### src/rtl/hilo_divide_unit_pkg.sv
// Shared definitions for the HI/LO divide unit: FSM encoding, default width
// and the iteration-counter width helper.
package hilo_divide_unit_pkg;

    localparam int DIV_WIDTH = 32;

    typedef enum logic [1:0] {
        ST_IDLE = 2'd0,
        ST_RUN  = 2'd1,
        ST_FIX  = 2'd2
    } div_state_t;

    function automatic int cnt_width(input int w);
        return $clog2(w);
    endfunction

    localparam int DIV_CNT_W = cnt_width(DIV_WIDTH);

endpackage

### src/rtl/hilo_divide_unit.sv
// EX-stage HI/LO owner: MTHI/MTLO writes, MFHI/MFLO reads and a
// multi-cycle restoring divider for DIV/DIVU.
module hilo_divide_unit
    import hilo_divide_unit_pkg::*;
#(
    parameter int WIDTH = DIV_WIDTH
) (
    input  logic             clock,
    input  logic             reset,
    input  logic             EX_Hold,
    input  logic             EX_Flush,
    input  logic             Op_Div,
    input  logic             Op_Divu,
    input  logic             Op_Mthi,
    input  logic             Op_Mtlo,
    input  logic             Op_Mfhi,
    input  logic             Op_Mflo,
    input  logic [WIDTH-1:0] EX_Rs,
    input  logic [WIDTH-1:0] EX_Rt,
    output logic [WIDTH-1:0] HI,
    output logic [WIDTH-1:0] LO,
    output logic             Busy,
    output logic             EX_ALU_Stall
);

    localparam int              CNT_W = cnt_width(WIDTH);
    localparam logic [CNT_W-1:0] LAST = CNT_W'(WIDTH - 1);

    div_state_t       r_state;
    logic [CNT_W-1:0] r_cnt;
    logic [WIDTH-1:0] r_rem;
    logic [WIDTH-1:0] r_quot;
    logic [WIDTH-1:0] r_divisor;
    logic [WIDTH-1:0] r_rs_orig;
    logic             r_qneg;
    logic             r_rneg;
    logic             r_divzero;
    logic [WIDTH-1:0] r_hi;
    logic [WIDTH-1:0] r_lo;

    logic             w_accept;
    logic [WIDTH-1:0] w_rs_abs;
    logic [WIDTH-1:0] w_rt_abs;
    logic [WIDTH:0]   w_rem_sh;
    logic [WIDTH:0]   w_trial;
    logic             w_borrow;

    // Accept must not depend on EX_ALU_Stall, or the stall path would loop
    assign w_accept = (r_state == ST_IDLE) & ~EX_Hold & ~EX_Flush;

    assign w_rs_abs = (Op_Div & EX_Rs[WIDTH-1]) ? -EX_Rs : EX_Rs;
    assign w_rt_abs = (Op_Div & EX_Rt[WIDTH-1]) ? -EX_Rt : EX_Rt;

    assign w_rem_sh = {r_rem, r_quot[WIDTH-1]};
    assign w_trial  = w_rem_sh - {1'b0, r_divisor};
    assign w_borrow = w_trial[WIDTH];

    assign HI           = r_hi;
    assign LO           = r_lo;
    assign Busy         = (r_state != ST_IDLE);
    assign EX_ALU_Stall = Busy & (Op_Div | Op_Divu | Op_Mthi | Op_Mtlo | Op_Mfhi | Op_Mflo);

    always_ff @(posedge clock or posedge reset) begin
        if (reset) begin
            r_state   <= ST_IDLE;
            r_cnt     <= '0;
            r_rem     <= '0;
            r_quot    <= '0;
            r_divisor <= '0;
            r_rs_orig <= '0;
            r_qneg    <= 1'b0;
            r_rneg    <= 1'b0;
            r_divzero <= 1'b0;
            r_hi      <= '0;
            r_lo      <= '0;
        end else begin
            case (r_state)
                ST_IDLE: begin
                    if (w_accept) begin
                        if (Op_Div | Op_Divu) begin
                            r_quot    <= w_rs_abs;
                            r_divisor <= w_rt_abs;
                            r_rs_orig <= EX_Rs;
                            r_qneg    <= Op_Div & (EX_Rs[WIDTH-1] ^ EX_Rt[WIDTH-1]);
                            r_rneg    <= Op_Div & EX_Rs[WIDTH-1];
                            r_divzero <= (EX_Rt == '0);
                            r_rem     <= '0;
                            r_cnt     <= '0;
                            r_state   <= ST_RUN;
                        end else if (Op_Mthi) begin
                            r_hi <= EX_Rs;
                        end else if (Op_Mtlo) begin
                            r_lo <= EX_Rs;
                        end
                    end
                end
                ST_RUN: begin
                    r_rem  <= w_borrow ? w_rem_sh[WIDTH-1:0] : w_trial[WIDTH-1:0];
                    r_quot <= {r_quot[WIDTH-2:0], ~w_borrow};
                    r_cnt  <= r_cnt + CNT_W'(1);
                    if (r_cnt == LAST) begin
                        r_state <= ST_FIX;
                    end
                end
                ST_FIX: begin
                    // Divide-by-zero leaves the raw dividend in HI, unsigned-fixed
                    if (r_divzero) begin
                        r_hi <= r_rs_orig;
                        r_lo <= '1;
                    end else begin
                        r_hi <= r_rneg ? -r_rem  : r_rem;
                        r_lo <= r_qneg ? -r_quot : r_quot;
                    end
                    r_state <= ST_IDLE;
                end
                default: r_state <= ST_IDLE;
            endcase
        end
    end

endmodule

### config.mk
export PLATFORM = sky130hd
export DESIGN_NAME = hilo_divide_unit
export DESIGN_NICKNAME = d
export VERILOG_FILES = /design/src/rtl/hilo_divide_unit_pkg.sv /design/src/rtl/hilo_divide_unit.sv
export SDC_FILE = /design/constraint.sdc
export NUM_CORES = 1
export LEC_CHECK = 0
export CAP_MARGIN = 20
export CORE_MARGIN = 8
export CORE_UTILIZATION = 40
export DETAILED_ROUTE_END_ITERATION = 8
export GPL_TIMING_DRIVEN = 0
export PLACE_DENSITY = 0.62
export SETUP_SLACK_MARGIN = 0.1
export SYNTH_ARGS = -nofsm -noshare
export SYNTH_HDL_FRONTEND = slang
export SYNTH_SLANG_ARGS = --single-unit
export TNS_END_PERCENT = 1
### constraint.sdc
create_clock -name clock -period 11.1 [get_ports clock]
set_clock_uncertainty 0.2 [all_clocks]
set_input_delay 3.33 -clock clock [delete_from_list [all_inputs] [get_ports clock]]
set_output_delay 3.33 -clock clock [all_outputs]
set_load 0.02 [all_outputs]
; Yosys cells after proc, flatten, opt, wreduce, memory -nomap -nowiden
; Index checks and enable logic that the tools add are counted.
[totals]
latchBits = 0
output_inout_bits = 66
mem_bits_rw = 0
mem_count = 0
elab_cells = 81
mem_bits_ro = 0
regBits = 202
inputBits = 74
[classes]
order_cmp = 0
n_mux = 29
n_reduce_logical = 10
n_eq_ne = 10
n_div = 0
n_bitwise = 15
addsub = 6
n_mul = 0
shift = 0
[op_table]
columns = operator, n
row1 = 2-to-1 mux 32 bit, 18
row2 = case mux 32 bit (2 select lines), 4
row3 = negator 32 bit, 4
row4 = subtractor 33 x 32 -> 33 bit, 1
row5 = zero test 32 bit, 1
row6 = "!= test 2 bit, second input constant", 6
row7 = 2-to-1 mux 5 bit, 2
row8 = case mux 5 bit (2 select lines), 1
row9 = AND reduction 3 bit, 3
row10 = bitwise AND 1 bit, 6
row11 = 2-to-1 mux 2 bit, 3
row12 = nonzero test 2 bit, 3
row13 = "adder 5 x 1 -> 5 bit, second input constant", 1
row14 = "equality test 5 bit, second input constant", 1
row15 = bitwise OR 1 bit, 5
row16 = AND reduction 5 bit, 1
row17 = case mux 2 bit (2 select lines), 1
row18 = AND reduction 4 bit, 1
row19 = NOT 1 bit, 3
row20 = "equality test 2 x 1 -> 1 bit, second input constant", 1
row21 = "equality test 2 bit, second input constant", 1
row22 = zero test 2 bit, 1
row23 = "!= test 2 x 1 -> 1 bit, second input constant", 1
row24 = XOR 1 bit, 1

; Logic depth before layout (Yosys ltp)
; Gate-level depths: netlist of the first run.
[logic_depth]
ltp_word = 6
ltp_mapped = 14
ltp_nobuf = 12

; Worst setup path before layout of the first run
; OpenSTA, ideal clock, no wires.
[synth_path]
kind = in2out
startpoint = in Op_Div
endpoint = out EX_ALU_Stall
t_required_ns = 7.570
path_buffers = 1
path_slack_ns = 3.400
path_stages = 3
arrival_time_ns = 4.170
path_cell_list = clkbuf_1 -> nor3_1 -> a21boi_0
[synth_between]
elab_chain_cells = 6
[synth_lines]
columns = item, line
row1 = start: declaration, hilo_divide_unit.sv:12  ; input logic Op_Div,
row2 = bitwise OR 1 bit (5 in series), hilo_divide_unit.sv:61  ; assign EX_ALU_Stall = Busy & (Op_Div | Op_Divu | Op_Mthi | Op_Mtlo | Op_Mfhi | Op_Mflo);
row3 = bitwise AND 1 bit, hilo_divide_unit.sv:61
row4 = end: declaration, hilo_divide_unit.sv:23  ; output logic EX_ALU_Stall
; No other way between the ends.

; Final worst setup path of the first run
; Ends and elaborated chain as after synthesis.

==> results of run 1 <==
[state kept, by name, summed over array words and instances, names as in the netlist]
| name | count |
|---|---|
| HI | 32 |
| LO | 32 |
| r_divisor | 32 |
| r_quot | 32 |
| r_rem | 32 |
| r_rs_orig | 32 |
| r_cnt | 5 |
| r_state | 2 |
| r_divzero | 1 |
| r_qneg | 1 |
| r_rneg | 1 |
[cell families after synthesis]
group	count (synthesis)	share of synthesized area (%)
AND/OR/NAND/NOR	550	18.58
XOR/XNOR	146	9.717
buffers and inverters	163	5.172
AO/OA/AOI/OAI	537	24.12
multiplexers	3	0.2377
adder cells (fa/ha/maj)	39	3.765
flip-flops	202	38.41
[metal layers]
metal	vias up	part of all wire, %	global-route usage, %
li1	6057	-	-
met1	5954	42	28.12
met2	383	50	40.35
met5	-	0	0
met3	74	5.2	2.641
met4	0	2.9	7.300
[synth_stat cells (all sizes together) (4+ instances only)]
cell     instances  area share [%]
nand2          278             7.9
a21boi           6            0.34
and3            10            0.48
o22ai           33             1.6
nand3           19            0.72
a2111oi          4            0.27
a22oi            8            0.46
a22o             7            0.47
a31oi           12            0.57
nor2b           10            0.48
a211oi           5            0.29
or2             10            0.48
o211ai           5            0.29
buf             21            0.84
inv             56             1.6
xnor2           77             5.1
nor2           128             3.7
a32oi            7            0.47
o21ai          211             8.0
a21oi          157             6.0
nand2b          17            0.88
o41ai           15             1.0
o221a            4            0.34
o21bai           4            0.23
xor2            69             4.6
nor3            19            0.80
clkbuf          84             2.5
nand4            6            0.29
or3             21             1.1
and2             5            0.24
or4             11            0.63
nand3b           4            0.23
o31ai           26             1.7
nor4             9            0.52
ha              38             3.6
a21o            11            0.63
dfrtp          202              38
[cell type report]
class / count / area, um2 / share of cell area [%]
timing repair buffer: 131 / 1328 / 8.379
sequential: 202 / 5055 / 31.90
buffer: 107 / 470.5 / 2.969
multi-input combinational: 1275 / 7431 / 46.90
inverter: 56 / 217.7 / 1.374
clock inverter: 3 / 65.06 / 0.4106
tap: 442 / 553.0 / 3.490
clock buffer: 38 / 724.4 / 4.572
[worst min-delay path by stage]
| stage | depth (start not counted) | from | to |
|---|---|---|---|
| 6_report | 2 | LO[11] | LO[11] |
| 5_1_grt | 2 | r_rs_orig[15] | r_rs_orig[15] |
| 4_1_cts | 2 | r_rs_orig[2] | r_rs_orig[2] |
| 3_5_place_dp | 2 | r_rs_orig[31] | r_rs_orig[31] |
| 3_3_place_gp | 2 | r_rs_orig[31] | r_rs_orig[31] |
| 2_1_floorplan | 2 | r_rs_orig[31] | r_rs_orig[31] |
[tightest hold or removal path, delay by kind of cell (launching register included)]
| family | cells | cell delay, ns |
|---|---|---|
| simple gates | 1 | 0.04 |
| flops | 1 | 0.34 |
| compound gates | 1 | 0.06 |
[per-stage QoR]
step | TNS, ns | worst slack, ns | total power, mW | util, %
final | 0 | 2.610 | 4.934 | 48.82
after global routing | 0 | 2.580 | 5.337 | 48.82
after CTS | 0 | 2.650 | 4.949 | 48.80
after detailed placement | 0 | 2.666 | 4.140 | 46.36
after global placement | -176.82 | -0.8958 | 4.104 | 46.20
after floorplan | 0 | 2.059 | 3.236 | -
[power groups by stage]
stage	clock network, mW	logic, mW	registers [mW]
after floorplan	0	1.81	1.43
after global placement	0	2.71	1.40
after detailed placement	0	2.73	1.41
after CTS	0.813	2.74	1.40
after global routing	0.847	3.05	1.44
final	0.803	2.73	1.40
==> flow_summary.toml, run 1 <==
[floorplan]
core_mm2 = 0.03245
rows = 66
fp.dieH_um = 197.4
die_area_mm2 = 0.03896
die_w_um = 197.4
floorplan.initialDensity_pct = 40.55
ios = 140

[clocking]
h-tree-depth = 1
insertion_delay_ns = 0.53
numCtsBuffers = 24
cts_setup_buffers = 0
clockRootBuffer = "clkbuf_16"
ctsResizeCount = 0
cts_tree = "built"
ctsHoldBuffers = 0
cts_max_path_buffers = 3
cts.sinks = 202
path_clk_slew_ns = 0.06

[drt]
drtAntennaViolNets = 0
routed_wl_um = 44850
drt-initial-drc-count = 795
first_pass_iters = 5
routedWlPerCell_um = 19.90
drcViolationCount = 0
vias = 12470
via_per_inst = 5.531

[setup_path]
endpoint_kind = "primary output"
r2r-end = "r_quot[0]"
critPathBufInv = 2
crit_path_start = "Op_Div"
endpoint = "EX_ALU_Stall"
r2r_slack_ns = 7.35
cp_max_fo = 10
slowest_stage = "clkdlybuf4s50_1"
cp.required_ns = 7.57
crit_arrival_ns = 4.96
rr_worst_depth = 11
crit_path_start_kind = "primary input"
path_class = "primary input to primary output"
rr_startpoint = "r_rem[24]"
crit_path_cell_trace = "clkbuf_1, nor3_1, a21boi_0, clkdlybuf4s50_1"
crit_family = "buffers and inverters"
slowest_delay_ns = 0.63
cp_num_cells = 4

[power]
powerDensity_mw_per_mm2 = 311.4
p_switching_mw = 2.233
switching_share_pct = 45.27
p_seq_share_pct = 28.4
ir_drop_mv = 0.1183
clkPwrFrac_pct = 16.3
leakage_nw = 6.667
combPwrFrac_pct = 55.3
intPower_mw = 2.700

[synthesis]
synth_async_sr_flop_share_pct = 100.0
dominantRegCellSynth = "dfrtp_1"
syn_avg_cell_area_um2 = 8.024
ys_ff_latch = 202
synthCells = 1640
synth_cell_types = 75
yosysWarnings = 0
synth-edff-count = 0
syn_nets = 1753
yosysSeqAreaShare_pct = 38.41
synthesis.area_mm2 = 0.01316

[timing]
tightest_slew_ns = 0.9781
rsz0062_at_grt = "no"
hold_violations = 0
period_needed_ns = 8.490
slew_viol_final = 0
fmax_mhz = 117.8
holdWs_ns = 0.2723
min_period_over_period_pct = 76.48
slew_headroom_pct = 34.25
finalSetupViolations = 0

[global_route]
grt_pass1_vias = 12370
track_usage_pct = 22.64
grt_pass1_wl_um = 70170
grt_start_max_net_pins = 111
gr-total-overflow = 0
antenna_found_initial = 0

[cells_and_area]
fin_cells = 2254
layout.nets = 1910
final_common_cell = "nand2_1"
layout-drive-gt1-share_pct = 4.636
syn_to_final_growth_pct = 20.39
stdcell_area_mm2 = 0.01584
antenna_cells = 0
final_cell_mix = "nand2_1, dfrtp_1, o21ai_0"
fill_cells = 3204

[place]
hpwlAfterDp_um = 35810
placement.io_buffers = 128
placed_cell_area_mm2 = 0.01505
dpl.cell_count = 2212
place.gp.congestion = 0.9400

[min_path]
hp-class = "register to register"

[job]
max_cap_viol_count = 0

[run_status]
status = "finished, final reports clean"
Note: power is estimated with default switching activity, not from simulation.
==> run 2: changes to the inputs <==
--- a/config.mk
+++ b/config.mk
@@ -10,7 +10,7 @@
 export CORE_UTILIZATION = 40
 export DETAILED_ROUTE_END_ITERATION = 8
 export GPL_TIMING_DRIVEN = 0
-export PLACE_DENSITY = 0.62
+export PLACE_DENSITY = 0.64
 export SETUP_SLACK_MARGIN = 0.1
 export SYNTH_ARGS = -nofsm -noshare
 export SYNTH_HDL_FRONTEND = slang
==> constraint.sdc (replaced) <==
create_clock -name clock -period 7 [get_ports clock]
set_clock_uncertainty 0.2 [all_clocks]
set_input_delay 2.1 -clock clock [delete_from_list [all_inputs] [get_ports clock]]
set_output_delay 2.1 -clock clock [all_outputs]
set_load 0.02 [all_outputs]
==> run 2 against run 1 <==
Net effect:
- power grew 60%
- worst hold slack gained 0.00083 ns
- sequential power grew 59%
- via count shrank 0.75%
- register-to-register slack got worse by 4.1 ns
- non-clock buffer count up 3
- sequential share of layout area down 0.19 points
- final area up 0.59%
- first-iteration DRC count increased by 19%
- global-route usage decreased by 0.25 points
- critical path type unchanged
==> flow_summary.toml, run 2 (synthesis gave the netlist of run 1 again) <==
[floorplan]
core_mm2 = 0.03245
floorplan.initialDensity_pct = 40.55
rows = 66
ios = 140
die_area_mm2 = 0.03896
fp.dieH_um = 197.4
die_w_um = 197.4

[power]
leakage_nw = 6.709
ir_drop_mv = 0.2283
totalPowerFinal_mw = 7.886
powerDensity_mw_per_mm2 = 494.8

[timing]
fmax_mhz = 166.7
hold_violations = 0
rsz0062_at_grt = "no"
finalSetupTns_ns = 0
slew_headroom_pct = 25.61
period_needed_ns = 6.000
finalSetupViolations = 0
tightest_slew_ns = 1.108
slew_viol_final = 0
min_period_over_period_pct = 85.71

[setup_path]
crit_family = "buffers and inverters"
cp_max_fo = 10
cp_num_cells = 4
critPathBufInv = 2
path_class = "primary input to primary output"
endpoint_kind = "primary output"
r2r-end = "r_rem[4]"
crit_path_cell_trace = "clkbuf_1, nor3_1, a21boi_0, clkdlybuf4s50_1"
slowest_delay_ns = 0.64
crit_path_start_kind = "primary input"
rr_startpoint = "r_rem[16]"
r2r_slack_ns = 3.21
cp.required_ns = 4.70
rr_worst_depth = 13
slowest_stage = "clkdlybuf4s50_1"
crit_arrival_ns = 3.70

[cells_and_area]
fin_util_pct = 49.11
final_common_cell = "nand2_1"
syn_to_final_growth_pct = 21.11
final_cell_mix = "nand2_1, dfrtp_1, o21ai_0"
layout.nets = 1913
layout-drive-gt1-share_pct = 5.066

[clocking]
ctsHoldBuffers = 0
clockRootBuffer = "clkbuf_16"
cts_tree = "built"
cts_max_path_buffers = 3
insertion_delay_ns = 0.52
path_clk_slew_ns = 0.05
h-tree-depth = 1
ctsResizeCount = 0
numCtsBuffers = 24
cts.sinks = 202
cts_setup_buffers = 0

[drt]
routed_wl_um = 44630
drcViolationCount = 0
vias = 12380
routedWlPerCell_um = 19.75
first_pass_iters = 5
drtAntennaViolNets = 0
via_per_inst = 5.478
drt-initial-drc-count = 946

[global_route]
grt_pass1_wl_um = 69410
track_usage_pct = 22.39
grt_pass1_vias = 12230
gr-total-overflow = 0
antenna_found_initial = 0
grt_start_max_net_pins = 39

[job]
max_cap_viol_count = 0

[place]
hpwlAfterDp_um = 35540
placement.io_buffers = 128
place.gp.congestion = 0.9457

[run_status]
status = "finished, final reports clean"

[min_path]
hp-start = "LO[14]"
holdPathStages = 2
holdPathEnd = "LO[14]"
hp-class = "register to register"
[run 2: changes by cell type in the layout (fill, tap and decap cells not counted), sizes merged]
cell / delta
buf: +3
clkbuf: -2
clkinv: +2
clkinvlp: +2
diode: +1
inv: -1
[run 2: worst max-delay path by stage]
stage,start,end
after floorplan,Op_Div,EX_ALU_Stall
after global placement,reset,r_cnt[1]
after detailed placement,Op_Div,EX_ALU_Stall
after CTS,Op_Div,EX_ALU_Stall
after global routing,Op_Div,EX_ALU_Stall
final,Op_Div,EX_ALU_Stall
[run 2: area by class of cell]
| type | count | area (um2) |
|---|---|---|
| Timing Repair Buffer | 134 | 1393 |
| Sequential cell | 202 | 5055 |
| Buffer | 107 | 470.5 |
| Clock inverter | 6 | 82.58 |
| Multi-Input combinational cell | 1275 | 7431 |
| Tap cell | 442 | 553.0 |
| Fill cell | 3182 | 16520 |
| Antenna cell | 1 | 2.502 |
| Clock buffer | 36 | 737.0 |
| Inverter | 56 | 214.0 |
[run 2: through the flow]
stage | cell area (um2) | setup slack, ns | cells | hold WS [ns]
floorplan | 13160 | 1.760 | 1640 | 0.2370
global placement | 15000 | 0.3765 | 2210 | 0.2535
detailed placement | 15100 | 1.038 | 2215 | 0.2632
CTS | 15920 | 1.020 | 2257 | 0.2810
global route | 15940 | 0.9332 | 2258 | 0.2960
finish | 15940 | 1.000 | 2259 | 0.2731
[run 2: report_power, final]
group / switching (mW) / total, mW / leakage [nW] / internal (mW)
Combinational: 2.54 / 4.36 / 3.81 / 1.82
Clock: 0.499 / 1.29 / 0.403 / 0.795
Sequential: 0.537 / 2.23 / 2.49 / 1.69
[run 2: layer usage]
metal	vias up	wire, um	GRT usage (%)
met5	-	0	0
met4	0	1351	7.049
met3	78	2367	2.675
met2	354	21980	39.60
met1	5882	18920	28.09
li1	6061	-	-
[run 2: worst register-to-register path, cell delays in order, from the launching register on]
cell      delay (ns)
dfrtp_1         0.46
ha_1            0.31
clkbuf_1        0.27
a21oi_1         0.10
o21ai_0         0.39
a221oi_1        0.14
o31ai_1         0.46
o21ba_2         0.27
xnor2_1         0.13
buf_2           0.27
buf_2           0.31
nor2_1          0.09
a21oi_1         0.14
o21ai_0         0.10
==> run 3: changes to the inputs <==
--- a/config.mk
+++ b/config.mk
@@ -5,7 +5,6 @@
 export SDC_FILE = /design/constraint.sdc
 export NUM_CORES = 1
 export LEC_CHECK = 0
-export CAP_MARGIN = 20
 export CORE_MARGIN = 8
 export CORE_UTILIZATION = 40
 export DETAILED_ROUTE_END_ITERATION = 8
==> run 3 against run 2 <==
Net effect:
- final cell count about the same
- combinational power about the same
- die area unchanged
- non-clock buffer count decreased by 1
- critical endpoint unchanged
- fmax decreased by 0.31%
- highest routed layer unchanged
==> flow_summary.toml, run 3 (synthesis gave the netlist of run 1 again) <==
[floorplan]
die_w_um = 197.4
core_mm2 = 0.03245
rows = 66
die_area_mm2 = 0.03896
floorplan.initialDensity_pct = 40.55
ios = 140
fp.dieH_um = 197.4

[setup_path]
critPathBufInv = 2
crit_family = "buffers and inverters"
slowest_stage = "clkdlybuf4s50_1"
slowest_delay_ns = 0.64
rr_worst_depth = 11
cp_max_fo = 10
crit_arrival_ns = 3.72
crit_path_cell_trace = "clkbuf_1, nor3_1, a21boi_0, clkdlybuf4s50_1"
rr_startpoint = "r_rem[16]"
crit_path_start_kind = "primary input"
endpoint_kind = "primary output"
cp_num_cells = 4
path_class = "primary input to primary output"
cp.required_ns = 4.70
crit_path_start = "Op_Div"

[drt]
drt-initial-drc-count = 797
first_pass_iters = 5
routedWlPerCell_um = 19.79
vias = 12380
via_per_inst = 5.484
routed_wl_um = 44660
drcViolationCount = 0
drtAntennaViolNets = 0

[cells_and_area]
final_common_cell = "nand2_1"
fill_cells = 3183
layout-drive-gt1-share_pct = 5.014
syn_to_final_growth_pct = 21.00
antenna_cells = 0
fin_util_pct = 49.07
final_cell_mix = "nand2_1, dfrtp_1, o21ai_0"
stdcell_area_mm2 = 0.01592
layout.nets = 1912

[timing]
tightest_slew_ns = 1.296
period_needed_ns = 6.018
finalSetupViolations = 0
slew_headroom_pct = 13.31
slew_viol_final = 0
rsz0062_at_grt = "no"
fmax_mhz = 166.2
worst_slack_ns = 0.9820
finalSetupTns_ns = 0
hold_violations = 0
min_period_over_period_pct = 85.97

[place]
placed_cell_area_mm2 = 0.01510
pre_cts_ws_ns = 1.038
hpwlAfterDp_um = 35540
placement.io_buffers = 128
place.gp.congestion = 0.9457

[global_route]
grt_start_max_net_pins = 39
grt_pass1_vias = 12230
track_usage_pct = 22.39
grt_pass1_wl_um = 69410
antenna_found_initial = 0
gr-total-overflow = 0

[job]
max_cap_viol_count = 0

[min_path]
hp-class = "register to register"
hp-start = "LO[14]"
holdPathStages = 2

[clocking]
cts_tree = "built"
h-tree-depth = 1
cts.sinks = 202
ctsResizeCount = 0
ctsHoldBuffers = 0
clockRootBuffer = "clkbuf_16"
path_clk_slew_ns = 0.05
numCtsBuffers = 24
cts_max_path_buffers = 3
cts_setup_buffers = 0
insertion_delay_ns = 0.52

[power]
leakage_nw = 6.703
powerDensity_mw_per_mm2 = 495.4
totalPowerFinal_mw = 7.888
ir_drop_mv = 0.2288

[run_status]
status = "finished, final reports clean"
[run 3: cell types whose count changed in the layout (fill, tap and decap cells not counted)]
cell | before | now
buf_6 | 3 | 2
diode_2 | 1 | 0
[run 3: where the power goes]
part / switching, mW / internal [mW]
Clock: 0.500 / 0.795
Sequential: 0.537 / 1.69
Combinational: 2.55 / 1.82
Total: 3.58 / 4.31
[run 3: metal layers]
metal  wire (um)  track usage [%]  part of all wire (%)  vias to the layer above
met1       18930            28.09                    42                     5883
met3        2445            2.675                   5.5                       75
met4        1350            7.049                   3.0                        0
li1            -                -                     -                     6053
met5           0                0                     0                        -
met2       21940            39.60                    49                      367
[run 3: layout make-up]
| class | instances | area [um2] | area share (%) |
|---|---|---|---|
| multi-input cells | 1275 | 7431 | 46.66 |
| plain buffers | 107 | 470.5 | 2.954 |
| clock buffers | 36 | 737.0 | 4.628 |
| repair buffers | 133 | 1381 | 8.674 |
| inverters | 56 | 214.0 | 1.344 |
| well taps | 442 | 553.0 | 3.473 |
| clock inverters | 6 | 82.58 | 0.5186 |
| flip-flops and latches | 202 | 5055 | 31.74 |
[run 3: per-stage QoR]
step                      cells  hold slack [ns]
after floorplan            1640           0.2370
after global placement     2210           0.2535
after detailed placement   2215           0.2632
after CTS                  2257           0.2810
after global routing       2257           0.2960
final                      2257           0.2732
[run 3: path summary, 6_finish.rpt]
| check | end | slack, ns |
|---|---|---|
| hold reg to reg | LO[14] | 0.27 |
| setup / recovery | EX_ALU_Stall | 0.98 |
| max in group asynchronous | r_divisor[11] | 3.58 |
| hold / removal | LO[14] | 0.27 |
| setup reg to reg | r_quot[0] | 3.21 |
| min in group asynchronous | LO[31] | 1.89 |
[run 3: worst register-to-register path: stages, from the launching register on]
cell and delay (ns):
dfrtp_1 0.46, ha_1 0.31, clkbuf_1 0.27, a21oi_1 0.10, o21ai_0 0.39, a221oi_1 0.14, o31ai_1 0.45, o21ba_2 0.27
xnor2_1 0.13, buf_2 0.28, nand2b_1 0.43, o221ai_1 0.20
